===== src/rtl/apb_pkg.sv =====
// Shared APB types: bus address/data widths, requester FSM states and the
// latched command record.
package apb_pkg;

  localparam int ADDR_W = 32;
  localparam int DATA_W = 32;

  typedef logic [ADDR_W-1:0] addr_t;
  typedef logic [DATA_W-1:0] data_t;

  typedef enum logic [1:0] {
    IDLE,
    SETUP,
    ACCESS,
    RESP
  } apb_mst_state_e;

  typedef struct packed {
    logic  write;
    addr_t addr;
    data_t wdata;
  } apb_cmd_t;

endpackage


===== src/rtl/apb_if.sv =====
// APB bus bundle; the requester uses the master modport and the completer
// uses the slave modport.
interface apb_if;
  import apb_pkg::*;

  logic  PSEL;
  logic  PENABLE;
  logic  PWRITE;
  addr_t PADDR;
  data_t PWDATA;
  logic  PREADY;
  logic  PSLVERR;
  data_t PRDATA;

  modport master (
    output PSEL, PENABLE, PWRITE, PADDR, PWDATA,
    input  PREADY, PSLVERR, PRDATA
  );

  modport slave (
    input  PSEL, PENABLE, PWRITE, PADDR, PWDATA,
    output PREADY, PSLVERR, PRDATA
  );

endinterface


===== src/rtl/apb_mst_timer.sv =====
// ACCESS-phase wait counter for the APB requester; expired flags the wait
// cycle that would bring the count up to TIMEOUT_CYCLES.
module apb_mst_timer #(
  parameter int unsigned TIMEOUT_CYCLES = 16
) (
  input  logic PCLK,
  input  logic PRESETn,
  input  logic clear,
  input  logic enable,
  output logic expired
);

  localparam int unsigned CNT_W = $clog2(TIMEOUT_CYCLES + 1);
  localparam logic [CNT_W-1:0] LAST = CNT_W'(TIMEOUT_CYCLES - 1);

  logic [CNT_W-1:0] count;

  always_ff @(posedge PCLK or negedge PRESETn) begin
    if (!PRESETn) begin
      count <= '0;
    end else if (clear) begin
      count <= '0;
    end else if (enable && (count != LAST)) begin
      count <= count + 1'b1;
    end
  end

  assign expired = enable && (count == LAST);

endmodule


===== src/rtl/apb_master.sv =====
// APB requester: turns a valid/ready command stream into single APB transfers
// and returns one response per command. Optional ACCESS timeout: APB_MST_TIMEOUT_EN.
module apb_master
  import apb_pkg::*;
#(
  parameter int unsigned TIMEOUT_CYCLES = 16
) (
  input  logic   PCLK,
  input  logic   PRESETn,
  input  logic   cmd_valid,
  output logic   cmd_ready,
  input  logic   cmd_write,
  input  addr_t  cmd_addr,
  input  data_t  cmd_wdata,
  output logic   rsp_valid,
  input  logic   rsp_ready,
  output data_t  rsp_rdata,
  output logic   rsp_err,
  output logic   rsp_timeout,
  apb_if.master  apb
);

  if (TIMEOUT_CYCLES < 1) begin : g_bad_timeout
    $error("apb_master: TIMEOUT_CYCLES must be >= 1");
  end

  apb_mst_state_e state;
  apb_cmd_t       cmd;
  logic           timeout_hit;

  assign cmd = '{write: cmd_write, addr: cmd_addr, wdata: cmd_wdata};

`ifdef APB_MST_TIMEOUT_EN
  apb_mst_timer #(
    .TIMEOUT_CYCLES(TIMEOUT_CYCLES)
  ) u_timer (
    .PCLK    (PCLK),
    .PRESETn (PRESETn),
    .clear   (state == SETUP),
    .enable  ((state == ACCESS) && !apb.PREADY),
    .expired (timeout_hit)
  );
`else
  assign timeout_hit = 1'b0;
`endif

  // PADDR/PWRITE/PWDATA keep their last value after a transfer; only reset clears them.
  always_ff @(posedge PCLK or negedge PRESETn) begin
    if (!PRESETn) begin
      state       <= IDLE;
      cmd_ready   <= 1'b0;
      apb.PSEL    <= 1'b0;
      apb.PENABLE <= 1'b0;
      apb.PWRITE  <= 1'b0;
      apb.PADDR   <= '0;
      apb.PWDATA  <= '0;
      rsp_valid   <= 1'b0;
      rsp_rdata   <= '0;
      rsp_err     <= 1'b0;
      rsp_timeout <= 1'b0;
    end else begin
      // NOTE: non-blocking assignments keep every register sampling the pre-edge state.
      case (state)
        IDLE: begin
          cmd_ready <= 1'b1;
          if (cmd_valid && cmd_ready) begin
            cmd_ready  <= 1'b0;
            apb.PADDR  <= cmd.addr;
            apb.PWRITE <= cmd.write;
            apb.PWDATA <= cmd.wdata;
            apb.PSEL   <= 1'b1;
            state      <= SETUP;
          end
        end
        SETUP: begin
          apb.PENABLE <= 1'b1;
          state       <= ACCESS;
        end
        ACCESS: begin
          // PREADY on the final counted cycle still completes normally.
          if (apb.PREADY) begin
            apb.PSEL    <= 1'b0;
            apb.PENABLE <= 1'b0;
            rsp_valid   <= 1'b1;
            rsp_err     <= apb.PSLVERR;
            rsp_timeout <= 1'b0;
            rsp_rdata   <= apb.PWRITE ? '0 : apb.PRDATA;
            state       <= RESP;
          end else if (timeout_hit) begin
            apb.PSEL    <= 1'b0;
            apb.PENABLE <= 1'b0;
            rsp_valid   <= 1'b1;
            rsp_err     <= 1'b1;
            rsp_timeout <= 1'b1;
            rsp_rdata   <= '0;
            state       <= RESP;
          end
        end
        RESP: begin
          if (rsp_ready) begin
            rsp_valid <= 1'b0;
            cmd_ready <= 1'b1;
            state     <= IDLE;
          end
        end
        default: state <= IDLE;
      endcase
    end
  end

endmodule


===== src/flat_wrapper.sv =====
// flat-port wrapper written by rule: the top's interface ports become plain ports
module apb_master_flat import apb_pkg::*;
#(
  parameter int unsigned TIMEOUT_CYCLES = 16
)
  (PCLK, PRESETn, cmd_valid, cmd_ready, cmd_write, cmd_addr, cmd_wdata, rsp_valid, rsp_ready, rsp_rdata, rsp_err, rsp_timeout, apb_PSEL, apb_PENABLE, apb_PWRITE, apb_PADDR, apb_PWDATA, apb_PREADY, apb_PSLVERR, apb_PRDATA);
  apb_if apb_i ();
  input  logic PCLK;
  input  logic PRESETn;
  input  logic cmd_valid;
  output logic cmd_ready;
  input  logic cmd_write;
  input  addr_t cmd_addr;
  input  data_t cmd_wdata;
  output logic rsp_valid;
  input  logic rsp_ready;
  output data_t rsp_rdata;
  output logic rsp_err;
  output logic rsp_timeout;
  output wire logic [$bits(apb_i.PSEL)-1:0] apb_PSEL;
  output wire logic [$bits(apb_i.PENABLE)-1:0] apb_PENABLE;
  output wire logic [$bits(apb_i.PWRITE)-1:0] apb_PWRITE;
  output wire logic [$bits(apb_i.PADDR)-1:0] apb_PADDR;
  output wire logic [$bits(apb_i.PWDATA)-1:0] apb_PWDATA;
  input wire logic [$bits(apb_i.PREADY)-1:0] apb_PREADY;
  input wire logic [$bits(apb_i.PSLVERR)-1:0] apb_PSLVERR;
  input wire logic [$bits(apb_i.PRDATA)-1:0] apb_PRDATA;
  assign apb_PSEL = apb_i.PSEL;
  assign apb_PENABLE = apb_i.PENABLE;
  assign apb_PWRITE = apb_i.PWRITE;
  assign apb_PADDR = apb_i.PADDR;
  assign apb_PWDATA = apb_i.PWDATA;
  assign apb_i.PREADY = apb_PREADY;
  assign apb_i.PSLVERR = apb_PSLVERR;
  assign apb_i.PRDATA = apb_PRDATA;
  apb_master #(.TIMEOUT_CYCLES(TIMEOUT_CYCLES)) u_core (.PCLK(PCLK), .PRESETn(PRESETn), .cmd_valid(cmd_valid), .cmd_ready(cmd_ready), .cmd_write(cmd_write), .cmd_addr(cmd_addr), .cmd_wdata(cmd_wdata), .rsp_valid(rsp_valid), .rsp_ready(rsp_ready), .rsp_rdata(rsp_rdata), .rsp_err(rsp_err), .rsp_timeout(rsp_timeout), .apb(apb_i));
endmodule

===== config.mk =====
export PLATFORM = sky130hd
export DESIGN_NAME = apb_master_flat
export DESIGN_NICKNAME = d
export VERILOG_FILES = /design/src/rtl/apb_pkg.sv /design/src/rtl/apb_if.sv /design/src/rtl/apb_mst_timer.sv /design/src/rtl/apb_master.sv /design/src/flat_wrapper.sv
export SDC_FILE = /design/constraint.sdc
export NUM_CORES = 1
export LEC_CHECK = 0
export ABC_AREA = 1
export BUFFER_PORTS_ARGS = -buffer_cell sky130_fd_sc_hd__buf_2
export CORE_UTILIZATION = 42
export DETAILED_ROUTE_END_ITERATION = 7
export MAX_ROUTING_LAYER = met4
export PLACE_DENSITY = 0.76
export REMOVE_ABC_BUFFERS = 1
export SLEW_MARGIN = 20
export SYNTH_ARGS = -nofsm -noshare
export SYNTH_HDL_FRONTEND = slang
export SYNTH_SLANG_ARGS = --single-unit

===== constraint.sdc =====
create_clock -name PCLK -period 1.4 [get_ports PCLK]
set_input_delay 0.14 -clock PCLK [delete_from_list [all_inputs] [get_ports PCLK]]
set_output_delay 0.14 -clock PCLK [all_outputs]
set_load 0.01 [all_outputs]

==> results.sh, run 1 <==
export IMPL_grt_usage_pct=19.61
export IMPL_synth_xor_area_share_pct=0
export IMPL_cts_sinks=104
export IMPL_die_w_um=104.2
export IMPL_muxShareOfSynthArea_pct=0
export IMPL_p_total_mw=12.17
export IMPL_status="finished clean"
export IMPL_cts_max_level=3
export IMPL_grt_pass1_wl_um=16620
export IMPL_crit_path_max_fanout=10
export IMPL_yosysTopAreaCellShare_pct=59.33
export IMPL_antenna_found_initial=0
export IMPL_rows=36
export IMPL_crit_buf_inv=4
export IMPL_maxCapViolCount=0
export IMPL_synthMostInstantiatedCell="nand2_1"
export IMPL_first_pass_iters=4
export IMPL_yosys_warnings=0
export IMPL_initial_core_util_pct=44.07
export IMPL_ys_seq_area_share_pct=59.33
export IMPL_num_vias=3838
export IMPL_cts_tree="built"
export IMPL_place_area_mm2=0.005584
export IMPL_start_kind="flip-flop"
export IMPL_endpoint_kind="flip-flop"
export IMPL_port_buffers=204
export IMPL_syn_instance_count=476
export IMPL_ir_worst_vdd_uv=967.3
export IMPL_synth_top_family_by_area="simple AND/OR/NAND/NOR gates"
export IMPL_num_io_pins=206
export IMPL_ys_types=19
export IMPL_drtIter0Drc=264
export IMPL_cts_root_buf="clkbuf_8"
export IMPL_utilization_pct=61.71
export IMPL_hold_class="in2reg"
export IMPL_diodes=0
export IMPL_slowest_delay_ns=0.40
export IMPL_vias_per_cell=4.580
export IMPL_clock_path_buffers=2
export IMPL_die_height_um=104.2
export IMPL_synth_fa_ha_area_share_pct=1.711
export IMPL_path_class="reg2reg"
export IMPL_syn_area_mm2=0.004387
export IMPL_maxSlewViolCount=0
export IMPL_grt_max_degree=67
export IMPL_post_route_cell_area_mm2=0.006143
export IMPL_core_mm2=0.009955
export IMPL_max_freq_ghz=0.7313
export IMPL_rsz0062_at_grt="yes"
export IMPL_worstPathRequired_ns=1.69
export IMPL_synth_simple_area_share_pct=14.66
export IMPL_fin_ws_ns=0.03252
export IMPL_place_gp_congestion=0.8533
export IMPL_grt_pass1_vias=3535
export IMPL_holdPathStages=3
export IMPL_grt_ovfl_total=0
export IMPL_setup_violations=0
export IMPL_syn_to_final_growth_pct=40.05
export IMPL_synth_common_cells="155 x nand2_1, 104 x dfrtp_1, 74 x inv_1, 56 x o21ai_1, 25 x o21ai_2"
export IMPL_cp_slowest_cell="dfrtp_1"
export IMPL_crit_chain="inv_2 -> ha_4 -> nand3_4 -> buf_12 -> buf_16 -> buf_4 -> o21ai_2"
export IMPL_path_delay_family="buffers and inverters"
export IMPL_dp_final_hpwl_um=7531
export IMPL_synth_edf_count=0
export IMPL_synth_area_per_cell_um2=9.216
export IMPL_wirelength_um=11300
export IMPL_reg2reg_depth=7
export IMPL_cp_depth=7
export IMPL_clkTransAtPathRegs_ns=0.10
export IMPL_powerDensity_mw_per_mm2=1981
export IMPL_crit_arrival_ns=1.65
export IMPL_synth_main_ff_cell="dfrtp_1"
export IMPL_p_leak_nw=3.518
export IMPL_drive_gt1_share_pct=38.72
export IMPL_synth_top_cell_by_area="dfrtp_1"
export IMPL_synth_area_top_cells="dfrtp_1 59%, nand2_1 13%, o21ai_1 6.4%"
export IMPL_clock_skew_ns=0.01344
export IMPL_min_period_over_period_pct=97.68
export IMPL_cts_buffers=9
export IMPL_ys_seq_elements=104
export IMPL_hold_viol=0
export IMPL_fin_nets=809
export IMPL_wl_per_cell_um=13.48
export IMPL_clk_latency_ns=0.35
export IMPL_fin_crit_ns=1.367
export IMPL_drc_errors=0
export IMPL_synth_compound_area_share_pct=13.61
export IMPL_preCtsSetupSlack_ns=0.01499
export IMPL_synthArstFlopShare_pct=100.0
export IMPL_dieArea_mm2=0.01086
export IMPL_drtAntennaViolNets=0
-- layer usage --
layer / routed length (um) / global-route usage [%]
met1: 4924 / 25.28
met2: 5595 / 31.38
met3: 626 / 3.885
met4: 150 / 6.020
met5: 0 / -
-- layout make-up --
| type | instances | area (um^2) |
|---|---|---|
| Clock buffer | 11 | 151.4 |
| Timing Repair Buffer | 238 | 1536 |
| Multi-Input combinational cell | 273 | 1354 |
| Sequential cell | 104 | 2603 |
| Tap cell | 133 | 166.4 |
| Fill cell | 825 | 3811 |
| Clock inverter | 5 | 55.05 |
| Inverter | 74 | 277.8 |
-- repair_timing --
| action | in CTS | in global routing |
|---|---|---|
| resized for setup | 1 | 9 |
| endpoints found under the hold margin | 93 | 0 |
| buffers inserted | 0 | 1 |
| cloned | 0 | 8 |
| hold buffers | 12 | 0 |
| endpoints found under the setup margin | 1 | 67 |
| pin swaps | 0 | 0 |
-- stage by stage --
stage / setup TNS (ns) / instances / hold slack [ns]
final: 0 / 838 / 0.008569
after floorplan: -113.80 / 451 / -0.1556
after global routing: -0.09026 / 838 / 0.001891
after global placement: 0 / 801 / 0.02461
after CTS: 0 / 829 / 0.0001923
after detailed placement: 0 / 801 / 0.02199
-- sequential cells by signal (all words and copies together) (netlist names) --
signal	cells
u_core.cmd_ready	1
u_core.apb.PENABLE	1
u_core.apb.PWDATA	32
u_core.state	2
u_core.rsp_rdata	32
u_core.rsp_err	1
u_core.rsp_valid	1
u_core.apb.PWRITE	1
u_core.apb.PADDR	32
u_core.apb.PSEL	1
-- cell usage in the layout, fill, tap and decap left out, drive strengths merged --
cell type,Yosys,layout
buf,20,220
nand2,155,155
dfrtp,104,104
o21ai,98,98
inv,74,74
clkbuf,5,17
dlygate4sd3,0,12
nand3,8,8
ha,6,6
nand4,2,2
clkinvlp,0,2
clkinv,0,2
o211ai,1,1
nor2,1,1
a21oi,1,1
conb,1,1
bufinv,0,1
-- worst min-delay path, stage by stage --
cell	delay (ns)
buf_2	0.10
inv_1	0.04
o21ai_1	0.06
-- path summary, 6_finish.rpt --
check / from / endpoint / slack [ns]
setup / recovery: u_core.state[0] / u_core.apb.PWDATA[14] / 0.03
hold / removal: cmd_addr[29] / u_core.apb.PADDR[29] / 0.009
setup reg to reg: u_core.state[0] / u_core.apb.PWDATA[14] / 0.03
hold reg to reg: u_core.rsp_err / u_core.rsp_err / 0.47
max in group asynchronous: PRESETn / u_core.rsp_rdata[28] / 0.62
min in group asynchronous: PRESETn / u_core.rsp_rdata[4] / 0.18
-- power breakdown --
group	leakage [nW]	switching, mW	internal [mW]
Clock	0.101	0.991	0.919
Sequential	1.33	0.665	4.20
Combinational	2.09	3.02	2.37
-- cells by family after synthesis --
logic type	Yosys count
DFF	104
buffers and inverters	99
adders and majority gates	6
AOI/OAI and AO/OA	100
and+or+nand+nor	166
other	1
(Power assumes the default switching activity.)
==> run 2, diff against run 1 <==
Settings changed: HOLD_SLACK_MARGIN set to 0.03.
==> results.sh, run 2 (synthesis gave the netlist of run 1 again) <==
export IMPL_status="finished clean"
export IMPL_pwr_share_comb_pct=45.3
export IMPL_rrSetupSlack_ns=0.06
export IMPL_clock_path_buffers=2
export IMPL_clock_skew_ns=0.01211
export IMPL_crit_arrival_ns=1.63
export IMPL_grt_pass1_vias=4170
export IMPL_vias_per_cell=4.718
export IMPL_maxCapViolCount=0
export IMPL_worstPathRequired_ns=1.69
export IMPL_setup_violations=0
export IMPL_num_vias=4279
export IMPL_post_route_cell_area_mm2=0.006828
export IMPL_r2r_end="u_core.apb.PWDATA[14]"
export IMPL_crit_path_max_fanout=10
export IMPL_num_io_pins=206
export IMPL_r2r_start="u_core.state[0]"
export IMPL_initial_core_util_pct=44.07
export IMPL_drive_gt1_share_pct=35.40
export IMPL_cts_max_level=3
export IMPL_dieArea_mm2=0.01086
export IMPL_intPower_mw=7.617
export IMPL_port_buffers=204
export IMPL_p_seq_share_pct=39.3
export IMPL_clk_latency_ns=0.35
export IMPL_start_kind="flip-flop"
export IMPL_startpoint="u_core.state[0]"
export IMPL_holdPathStages=3
export IMPL_maxSlewViolCount=0
export IMPL_path_class="reg2reg"
export IMPL_place_gp_congestion=0.8533
export IMPL_reg2reg_depth=7
export IMPL_antenna_found_initial=0
export IMPL_rsz0062_at_grt="yes"
export IMPL_dp_final_hpwl_um=7531
export IMPL_p_total_mw=12.43
export IMPL_grt_pass1_wl_um=19310
export IMPL_hold_viol=0
export IMPL_grt_ovfl_total=0
export IMPL_die_w_um=104.2
export IMPL_fin_crit_ns=1.341
export IMPL_cts_tree="built"
export IMPL_min_period_over_period_pct=95.82
export IMPL_cp_endpoint="u_core.apb.PWDATA[14]"
export IMPL_first_pass_iters=4
export IMPL_n_fill_cell=701
export IMPL_wirelength_um=13060
export IMPL_grt_usage_pct=22.93
export IMPL_drtIter0Drc=285
export IMPL_cts_sinks=104
export IMPL_diodes=0
export IMPL_mostFrequentLayoutCell="buf_2"
export IMPL_crit_chain="inv_2 -> ha_4 -> nand3_4 -> buf_12 -> buf_16 -> buf_4 -> o21ai_2"
export IMPL_grt_max_degree=67
export IMPL_hold_class="in2reg"
export IMPL_die_height_um=104.2
export IMPL_ir_worst_vdd_uv=912.8
export IMPL_wl_per_cell_um=14.40
export IMPL_p_leak_nw=3.806
export IMPL_clkTransAtPathRegs_ns=0.10
export IMPL_fin_tns_setup_ns=0
export IMPL_slowest_delay_ns=0.40
export IMPL_rows=36
export IMPL_switchingPower_mw=4.811
export IMPL_powerDensity_mw_per_mm2=1820
export IMPL_max_freq_ghz=0.7455
export IMPL_syn_to_final_growth_pct=55.65
export IMPL_place_area_mm2=0.005584
export IMPL_p_sw_share_pct=38.71
export IMPL_drc_errors=0
export IMPL_endpoint_kind="flip-flop"
export IMPL_cp_slowest_cell="dfrtp_1"
export IMPL_core_mm2=0.009955
export IMPL_mostFrequentLayoutCells="203 x buf_2, 154 x nand2_1, 104 x dfrtp_1"
export IMPL_cts_buffers=9
export IMPL_fin_nets=878
export IMPL_drtAntennaViolNets=0
export IMPL_largest_registers="u_core.apb.PADDR: 32 flops, u_core.apb.PWDATA: 32 flops, u_core.rsp_rdata: 32 flops"
export IMPL_clock_power_share_pct=15.4
export IMPL_cts_root_buf="clkbuf_8"
[run 2: worst max-delay path, delay by kind of cell (launching register included)]
family,cells,cell delay (ns)
AOI/OAI and AO/OA,1,0.11
adders and majority gates,1,0.15
buffers and inverters,4,0.54
DFF,1,0.40
and+or+nand+nor,1,0.07
[run 2: what timing repair did]
item,in CTS,in global routing
setup endpoints to repair,1,70
buffers inserted,0,1
cloned,0,8
hold buffers,81,0
hold endpoints to repair,162,0
gates resized for setup,1,9
[run 2: cell type report]
| type | instances | area [um^2] | share of cell area (%) |
|---|---|---|---|
| Inverter | 74 | 277.8 | 4.068 |
| Clock inverter | 5 | 55.05 | 0.8063 |
| Timing Repair Buffer | 307 | 2227 | 32.62 |
| Sequential cell | 104 | 2603 | 38.12 |
| Tap cell | 133 | 166.4 | 2.437 |
| Multi-Input combinational cell | 273 | 1348 | 19.74 |
| Clock buffer | 11 | 151.4 | 2.217 |
[run 2: worst min-delay path by stage]
stage / startpoint / to / slack (ns)
5_1_grt: cmd_addr[27] / u_core.apb.PADDR[27] / 0.04
2_1_floorplan: PRESETn / u_core.apb.PADDR[0] / -0.16
6_report: cmd_wdata[3] / u_core.apb.PWDATA[3] / 0.04
4_1_cts: apb_PRDATA[0] / u_core.rsp_rdata[0] / 0.03
3_3_place_gp: PRESETn / u_core.rsp_rdata[4] / 0.02
3_5_place_dp: PRESETn / u_core.rsp_rdata[4] / 0.02
[run 2: power by group through the flow]
stage | registers (mW) | logic (mW) | clock network (mW)
after CTS | 4.85 | 5.08 | 1.95
after global placement | 4.84 | 4.74 | 0
after floorplan | 5.43 | 2.14 | 0
after global routing | 5.02 | 6.19 | 2.06
after detailed placement | 4.88 | 4.90 | 0
final | 4.88 | 5.63 | 1.91
[run 2: stage by stage]
stage          utilization, %  hold slack (ns)  worst slack, ns  instances
4_1_cts                 66.34          0.03025          0.01061        898
6_report                68.59          0.03976          0.05859        907
2_1_floorplan               -          -0.1556           -1.418        451
5_1_grt                 68.59          0.03645         -0.01979        907
3_3_place_gp            56.10          0.02461          0.03965        801
3_5_place_dp            56.10          0.02199          0.01499        801
[run 2: layer usage]
layer | wire (um) | vias to the layer above | global-route usage (%)
met2 | 6658 | 205 | 38.24
met5 | 0 | - | -
met3 | 757 | 30 | 4.010
met1 | 5291 | 1991 | 27.31
met4 | 354 | 0 | 10.10
li1 | - | 2053 | -
